### config.mk
export PLATFORM = sky130hd
export DESIGN_NAME = cic_rate_scheduler
export DESIGN_NICKNAME = d
export VERILOG_FILES = /design/src/rtl/cic_rate_scheduler.sv
export SDC_FILE = /design/constraint.sdc
export NUM_CORES = 1
export LEC_CHECK = 0
export BUFFER_PORTS_ARGS = -buffer_cell sky130_fd_sc_hd__buf_4
export CORE_MARGIN = 2
export CORE_UTILIZATION = 50
export DETAILED_ROUTE_END_ITERATION = 10
export PLACE_DENSITY = 0.72
export SLEW_MARGIN = 20
export SYNTH_ARGS = -nofsm -noshare
export SYNTH_HDL_FRONTEND = slang
export SYNTH_SLANG_ARGS = --single-unit
export TNS_END_PERCENT = 5
### constraint.sdc
create_clock -name clk -period 1.9 [get_ports clk]
set_input_delay 0.475 -clock clk [delete_from_list [all_inputs] [get_ports clk]]
set_output_delay 0.475 -clock clk [all_outputs]
set_load 0.02 [all_outputs]
### src/rtl/cic_rate_scheduler.sv
// Clock-enable scheduler for the I/Q CIC x8 interpolators: baud-rate strobes, sample requests,
// symbol-aligned rate changes with integrator flush. Optional underrun counter: CIC_UNDERRUN_CNT_EN.
module cic_rate_scheduler #(
    parameter int BASE_DIV  = 18,
    parameter int UPSAMP    = 8,
    parameter int FLUSH_LEN = 8
) (
    input  logic        clk,
    input  logic        reset,
    input  logic        enable,
    input  logic [1:0]  baud_rate,
    input  logic        rate_update,
    output logic        rate_busy,
    output logic [1:0]  active_rate,
    output logic        cic_ce,
    output logic        cic_rst,
    output logic        in_req,
    input  logic        in_valid,
    output logic        hold_zero,
    output logic        underrun
`ifdef CIC_UNDERRUN_CNT_EN
    ,
    output logic [15:0] underrun_cnt
`endif
);

    localparam int BASE_W  = (BASE_DIV  > 1) ? $clog2(BASE_DIV)  : 1;
    localparam int PHASE_W = (UPSAMP    > 1) ? $clog2(UPSAMP)    : 1;
    localparam int FLUSH_W = (FLUSH_LEN > 1) ? $clog2(FLUSH_LEN) : 1;

    localparam logic [BASE_W-1:0]  BASE_LAST  = BASE_W'(BASE_DIV - 1);
    localparam logic [PHASE_W-1:0] PHASE_LAST = PHASE_W'(UPSAMP - 1);
    localparam logic [FLUSH_W-1:0] FLUSH_LAST = FLUSH_W'(FLUSH_LEN - 1);

    typedef enum logic [1:0] {
        IDLE  = 2'd0,
        FLUSH = 2'd1,
        RUN   = 2'd2,
        PEND  = 2'd3
    } state_t;

    state_t             state;
    state_t             state_nxt;
    logic [BASE_W-1:0]  base_cnt;
    logic [2:0]         rate_cnt;
    logic [PHASE_W-1:0] phase;
    logic [FLUSH_W-1:0] flush_cnt;
    logic [1:0]         pend_rate;
    logic               base_tick;
    logic [2:0]         rate_mask;
    logic               accept_update;
    logic               load_rate;
    logic               streaming;

    always_comb begin
        base_tick = (base_cnt == BASE_LAST);
        case (active_rate)
            2'b00:   rate_mask = 3'd7;
            2'b01:   rate_mask = 3'd3;
            2'b10:   rate_mask = 3'd1;
            default: rate_mask = 3'd0;
        endcase
        streaming     = (state == RUN) || (state == PEND);
        cic_ce        = base_tick && ((rate_cnt & rate_mask) == 3'd0) && (state != IDLE);
        in_req        = cic_ce && (phase == '0) && streaming;
        cic_rst       = (state == IDLE) || (state == FLUSH);
        rate_busy     = (state == FLUSH) || (state == PEND);
        accept_update = rate_update && !rate_busy;
    end

    // Next state; load_rate marks every entry into FLUSH, where the new rate takes over
    always_comb begin
        state_nxt = state;
        load_rate = 1'b0;
        if (!enable) begin
            state_nxt = IDLE;
        end else begin
            case (state)
                IDLE: begin
                    state_nxt = FLUSH;
                    load_rate = 1'b1;
                end
                FLUSH: begin
                    if (cic_ce && (flush_cnt == FLUSH_LAST)) state_nxt = RUN;
                end
                RUN: begin
                    if (rate_update) state_nxt = PEND;
                end
                PEND: begin
                    if (cic_ce && (phase == PHASE_LAST)) begin
                        state_nxt = FLUSH;
                        load_rate = 1'b1;
                    end
                end
                default: state_nxt = IDLE;
            endcase
        end
    end

    always_ff @(posedge clk) begin
        if (reset) begin
            state       <= IDLE;
            base_cnt    <= '0;
            rate_cnt    <= '0;
            phase       <= '0;
            flush_cnt   <= '0;
            pend_rate   <= 2'b00;
            active_rate <= 2'b00;
            hold_zero   <= 1'b0;
            underrun    <= 1'b0;
        end else begin
            state    <= state_nxt;
            base_cnt <= base_tick ? '0 : base_cnt + BASE_W'(1);
            underrun <= in_req && !in_valid;
            if (accept_update) pend_rate <= baud_rate;
            if (load_rate) begin
                active_rate <= pend_rate;
                rate_cnt    <= '0;
                phase       <= '0;
                flush_cnt   <= '0;
                hold_zero   <= 1'b0;
            end else begin
                if (base_tick) rate_cnt <= rate_cnt + 3'd1;
                if (cic_ce && (state == FLUSH)) flush_cnt <= flush_cnt + FLUSH_W'(1);
                if (cic_ce && streaming) phase <= (phase == PHASE_LAST) ? '0 : phase + PHASE_W'(1);
                // A starved request zero-stuffs until a real sample is consumed again
                if (in_req) hold_zero <= !in_valid;
            end
        end
    end

`ifdef CIC_UNDERRUN_CNT_EN
    function automatic logic [15:0] sat_inc16(input logic [15:0] v);
        return (v == 16'hFFFF) ? v : v + 16'd1;
    endfunction

    always_ff @(posedge clk) begin
        if (reset) begin
            underrun_cnt <= '0;
        end else if (underrun) begin
            underrun_cnt <= sat_inc16(underrun_cnt);
        end
    end
`endif

endmodule

Yosys cells after proc, flatten, opt, wreduce, memory -nomap -nowiden
Index checks and enable logic that the tools add are counted.
{ "classes": {"n_addsub": 4, "eq_ne": 11, "n_mux": 9, "n_bitwise": 2, "reduce_logical": 24} }
{ "ops": {"columns": ["op", "count"], "rows": [
  ["$logic_and 1x1->1", 10],
  ["$add 3x1->3 const B", 3],
  ["$pmux 3 s3", 1],
  ["$pmux 2 s4", 1],
  ["$eq 2x2->1 const B", 3],
  ["$eq 3x3->1 const B", 2],
  ["$logic_not 3->1", 2],
  ["$mux 2", 3],
  ["$reduce_or 2->1", 3],
  ["$add 5x1->5 const B", 1],
  ["$eq 5x5->1 const B", 1],
  ["$eq 2x1->1 const B", 2],
  ["$logic_not 2->1", 2],
  ["$ne 2x1->1 const B", 2],
  ["$and 3x3->3", 1],
  ["$logic_or 1x1->1", 3],
  ["$mux 3", 1],
  ["$reduce_and 3->1", 1],
  ["$logic_not 1->1", 2],
  ["$mux 1", 2],
  ["$ne 2x2->1 const B", 1],
  ["$pmux 1 s2", 1],
  ["$reduce_bool 2->1", 1],
  ["$not 1->1", 1]
]} }
{ "word_totals": {"register_bits": 22, "in_bits": 7, "output_inout_bits": 8, "elab_cells": 59} }

Logic depth before layout (Yosys ltp)
{ "logic_depth": {"depth_word": 11, "depth_mapped": 7, "depth_no_buf": 7} }

Least setup slack after synthesis
OpenSTA, ideal clock, no wires.
{ "synth_path": {"path_type": "register -> output", "from": "register base_cnt[0]", "to": "output port in_req", "arrival_time_ns": 1.542, "required_time_ns": 1.425, "slack_ns": -0.117, "path_stages_with_launch": 6, "path_buffers": 0, "path_cell_list": "dfxtp_1 > ha_1 > and4bb_2 > a21boi_4 > o2111a_2 > and3_4"} }
{ "synth_via": {"elab_chain_len": 5} }
{ "synth_rtl": {"columns": ["item", "line_no", "text"], "rows": [
  ["start: declaration", "44", "logic [BASE_W-1:0] base_cnt;"],
  ["start signal: assignment", "113", "base_cnt <= base_tick ? '0 : base_cnt + BASE_W'(1);"],
  ["$eq 5x5->1", "56", "base_tick = (base_cnt == BASE_LAST);"],
  ["$logic_and 1x1->1 (2 in series)", "64", "cic_ce = base_tick && ((rate_cnt & rate_mask) == 3'd0) && (state != IDLE);"],
  ["$logic_and 1x1->1 (2 in series)", "65", "in_req = cic_ce && (phase == '0) && streaming;"],
  ["end: declaration", "17", "output logic in_req,"]
]} }
Every way passes these cells.

Worst setup path after layout
{ "layout_path": {"from": "register base_cnt[1]", "to": "output port in_req"} }
Same word-level chain as after synthesis.

==> impl_results.md <==
* Critical path arrival at 1.73 ns
* Worst-path fanout max at 2
* Clock buffer depth at 2
* Drt pass-1 iters at 4
* Antenna Cells at 0
* Post-Place Setup Slack at 0.00519 ns
* Largest net degree at the start of global routing at 13
* CP peak stage delay at 0.34 ns
* Number of remaining DRC errors at 0
* Hold Path Class: input port to flop
* Fraction of layout cells with a size suffix above 1 at 0.338
* Crit path buffers/inverters at 2
* Synth Register Bits at 22
* Num CTS Buffers at 3
* Crit end category: output port
* Sequential fraction of the synthesis area at 0.381
* Total number of vias at 926
* R2r startpoint: base_cnt[1]$_SDFF_PP0_
* Vias in the first global route at between 800 and 900
* Design area at 1470 µm²
* CTS tree: yes
* Gate Count Post-Synth at 120
* Avg WL per Cell at 13.4 µm
* Die W at between 50 and 60 µm
* Final worst-path cycle share at 1.16
* Post-synth net total at 140
* Max Transition Viols Final at 0
* Worst EP required at 1.42 ns
* Post-Syn Area at approximately 1200 µm²
* Slew headroom at 0.735
* Root Driver: clkbuf_4
* Worst hold start: in_valid
* Worst Setup Path Type: flop to output port
* Placed cell area at 1360 µm²
* Nets@finish at 167
* Leakage at 0.627 nW
* # hold bufs at CTS at 0
* Syn Area/Cell at a little under 10 µm²
* Max Cap Viol at 0
* Initial DRC count at 11
* Initial antenna violation count at 0
* Synth unique cells at 34
* Outcome: finished, violations left
* Area Overhead vs Synth at 27.2%
* Worst-margin pin slew at 0.396 ns
* CTS H-tree lvls at 1
* Setup crit start: base_cnt[1]$_SDFF_PP0_
* GRT Util Overall at 0.194
* Rows at 17
* Clock Latency Late Sink at 0.30 ns
* First-pass GRT wire length at approximately 3.8 mm
* CP Launch Type: flop
* RSZ-0062 raised after global routing: yes
* Critical Path, Cell by Cell: inv_2 -> ha_4 -> and4bb_2 -> a21boi_4 -> o2111a_2 -> and3_4 -> buf_6
* Post-route ant nets at 0
* Fmax at 454 MHz
* TNS Setup at -0.556 ns
* Port Buffers at 14
* Starting density of the core at 0.528
* Vias/cell at around 5.4
* Highest-count cells in the layout ignoring fill and taps: nor2_1 (19), buf_4 (19), dfxtp_1 (18), mux2i_1 (10), ha_1 (9)
* Syn. warnings at 0
* Full die area at 2710 µm²
* Failing checks: negative setup slack
* Clock-pin slew on the worst setup and hold paths at 0.11 ns
* Slowest-stage cell, CP: dfxtp_2
* Delay-heaviest family, CP: simple AND/OR/NAND/NOR gates
* Min Clock Period, post-route at about 2.2 ns
* Die Y at 52.1 µm
* Core Region at 2190 µm²
* Peak VDD IR at 0.000528 V
* Setup ws final at -0.301 ns
* CTS sink cnt at 22
* Boundary Pins at 15
* Final GP Congestion at 0.781
* Post-DP HPWL at 1.75 mm
* Pwr Density at 563 nW/µm²
* GRT Residual Overflow at 0
* Final setup fails at 2
* Skew final at between 0.0006 and 0.0007 ns
* WL final at roughly 2.3 mm
* Final hold viol count at 0
* Fillers at 185
## cell type report
class | instances | area (µm²) | area share
inverter | 9 | 36.3 | 0.0247
tap | 28 | 35.0 | 0.0238
timing repair buffer | 23 | 188 | 0.128
clock buffer | 3 | 22.5 | 0.0153
sequential | 22 | 450 | 0.306
multi-input combinational | 88 | 738 | 0.502
## stage by stage
stage	std cells	total power [mW]	hold slack (ns)	util
2_1_floorplan	120	0.567	0.439	-
3_5_place_dp	168	0.611	0.478	0.621
5_1_grt	173	0.870	0.320	0.671
3_3_place_gp	168	0.606	0.478	0.621
6_report	173	0.828	0.334	0.671
4_1_cts	173	0.828	0.326	0.657
## cells in the mapped netlist
master     n  area (µm²)
nand2_1    3        11.3
o21ai_0    1        5.00
nor3_1     1        5.00
o31ai_1    1        7.51
xnor2_1    2        17.5
a41o_1     1        10.0
nor2_1    19        71.3
nand2b_1   6        37.5
mux2i_1   10         100
clkbuf_1   1        3.75
nor3b_1    1        7.51
o21bai_2   1        11.3
nand3_1    1        5.00
a211oi_1   1        7.51
a21oi_1    2        10.0
ha_1      13         163
a41oi_1    2        17.5
xor2_1     3        26.3
or3_1      1        6.26
and4bb_2   1        12.5
inv_1      9        33.8
a21boi_1   1        7.51
a21boi_4   1        18.8
nor2b_1    4        25.0
dfxtp_1   22         440
o21bai_1   1        7.51
a31oi_1    2        12.5
nand4_1    1        6.26
and3_1     1        6.26
o2111a_2   1        12.5
and3_4     1        11.3
nor3b_2    1        12.5
or2_2      3        18.8
o211ai_1   1        7.51
## registers in the layout (all words and copies together), names as in the netlist
| register | cells |
|---|---|
| hold_zero | 1 |
| flush_cnt | 3 |
| rate_cnt | 3 |
| base_cnt | 5 |
| active_rate | 2 |
| pend_rate | 2 |
| state | 2 |
| underrun | 1 |
| phase | 3 |
## worst paths after layout
path                                                    end  slack [ns]  depth (start not counted)
worst max register to register        state[0]$_SDFFE_PP0P_        0.09                          8
worst min-delay path                    underrun$_SDFF_PP0_        0.33                          2
worst max-delay path                                 in_req       -0.30                          7
worst min register to register  active_rate[0]$_SDFFE_PP0P_        0.50                          2
## where the power goes
| part | switching (mW) | internal, mW |
|---|---|---|
| registers | 0.0118 | 0.473 |
| clock network | 0.135 | 0.0740 |
| logic | 0.0668 | 0.0674 |
## layer usage
layer	global-route usage	up-vias	part of all wire
met5	0	-	0
met4	0.110	0	0.028
met3	0.0345	6	0.024
met2	0.325	15	0.52
met1	0.230	444	0.43
li1	-	461	-
## timing repair
action | CTS | global route
buffers inserted | 2 | 0
resized for setup | 14 | 6
setup endpoints to repair | 4 | 12
pin swaps | 0 | 2
endpoints found under the hold margin | 0 | 0
## kinds of logic after synthesis
kind of cell,share of synthesized area
and+or+nand+nor,0.205
xor gates and xnor gates,0.0379
DFF,0.381
adders and majority gates,0.141
AOI/OAI and AO/OA,0.117
buffers and inverters,0.0325
muxes,0.0866
No activity file was read; power rests on OpenSTA's default activity.
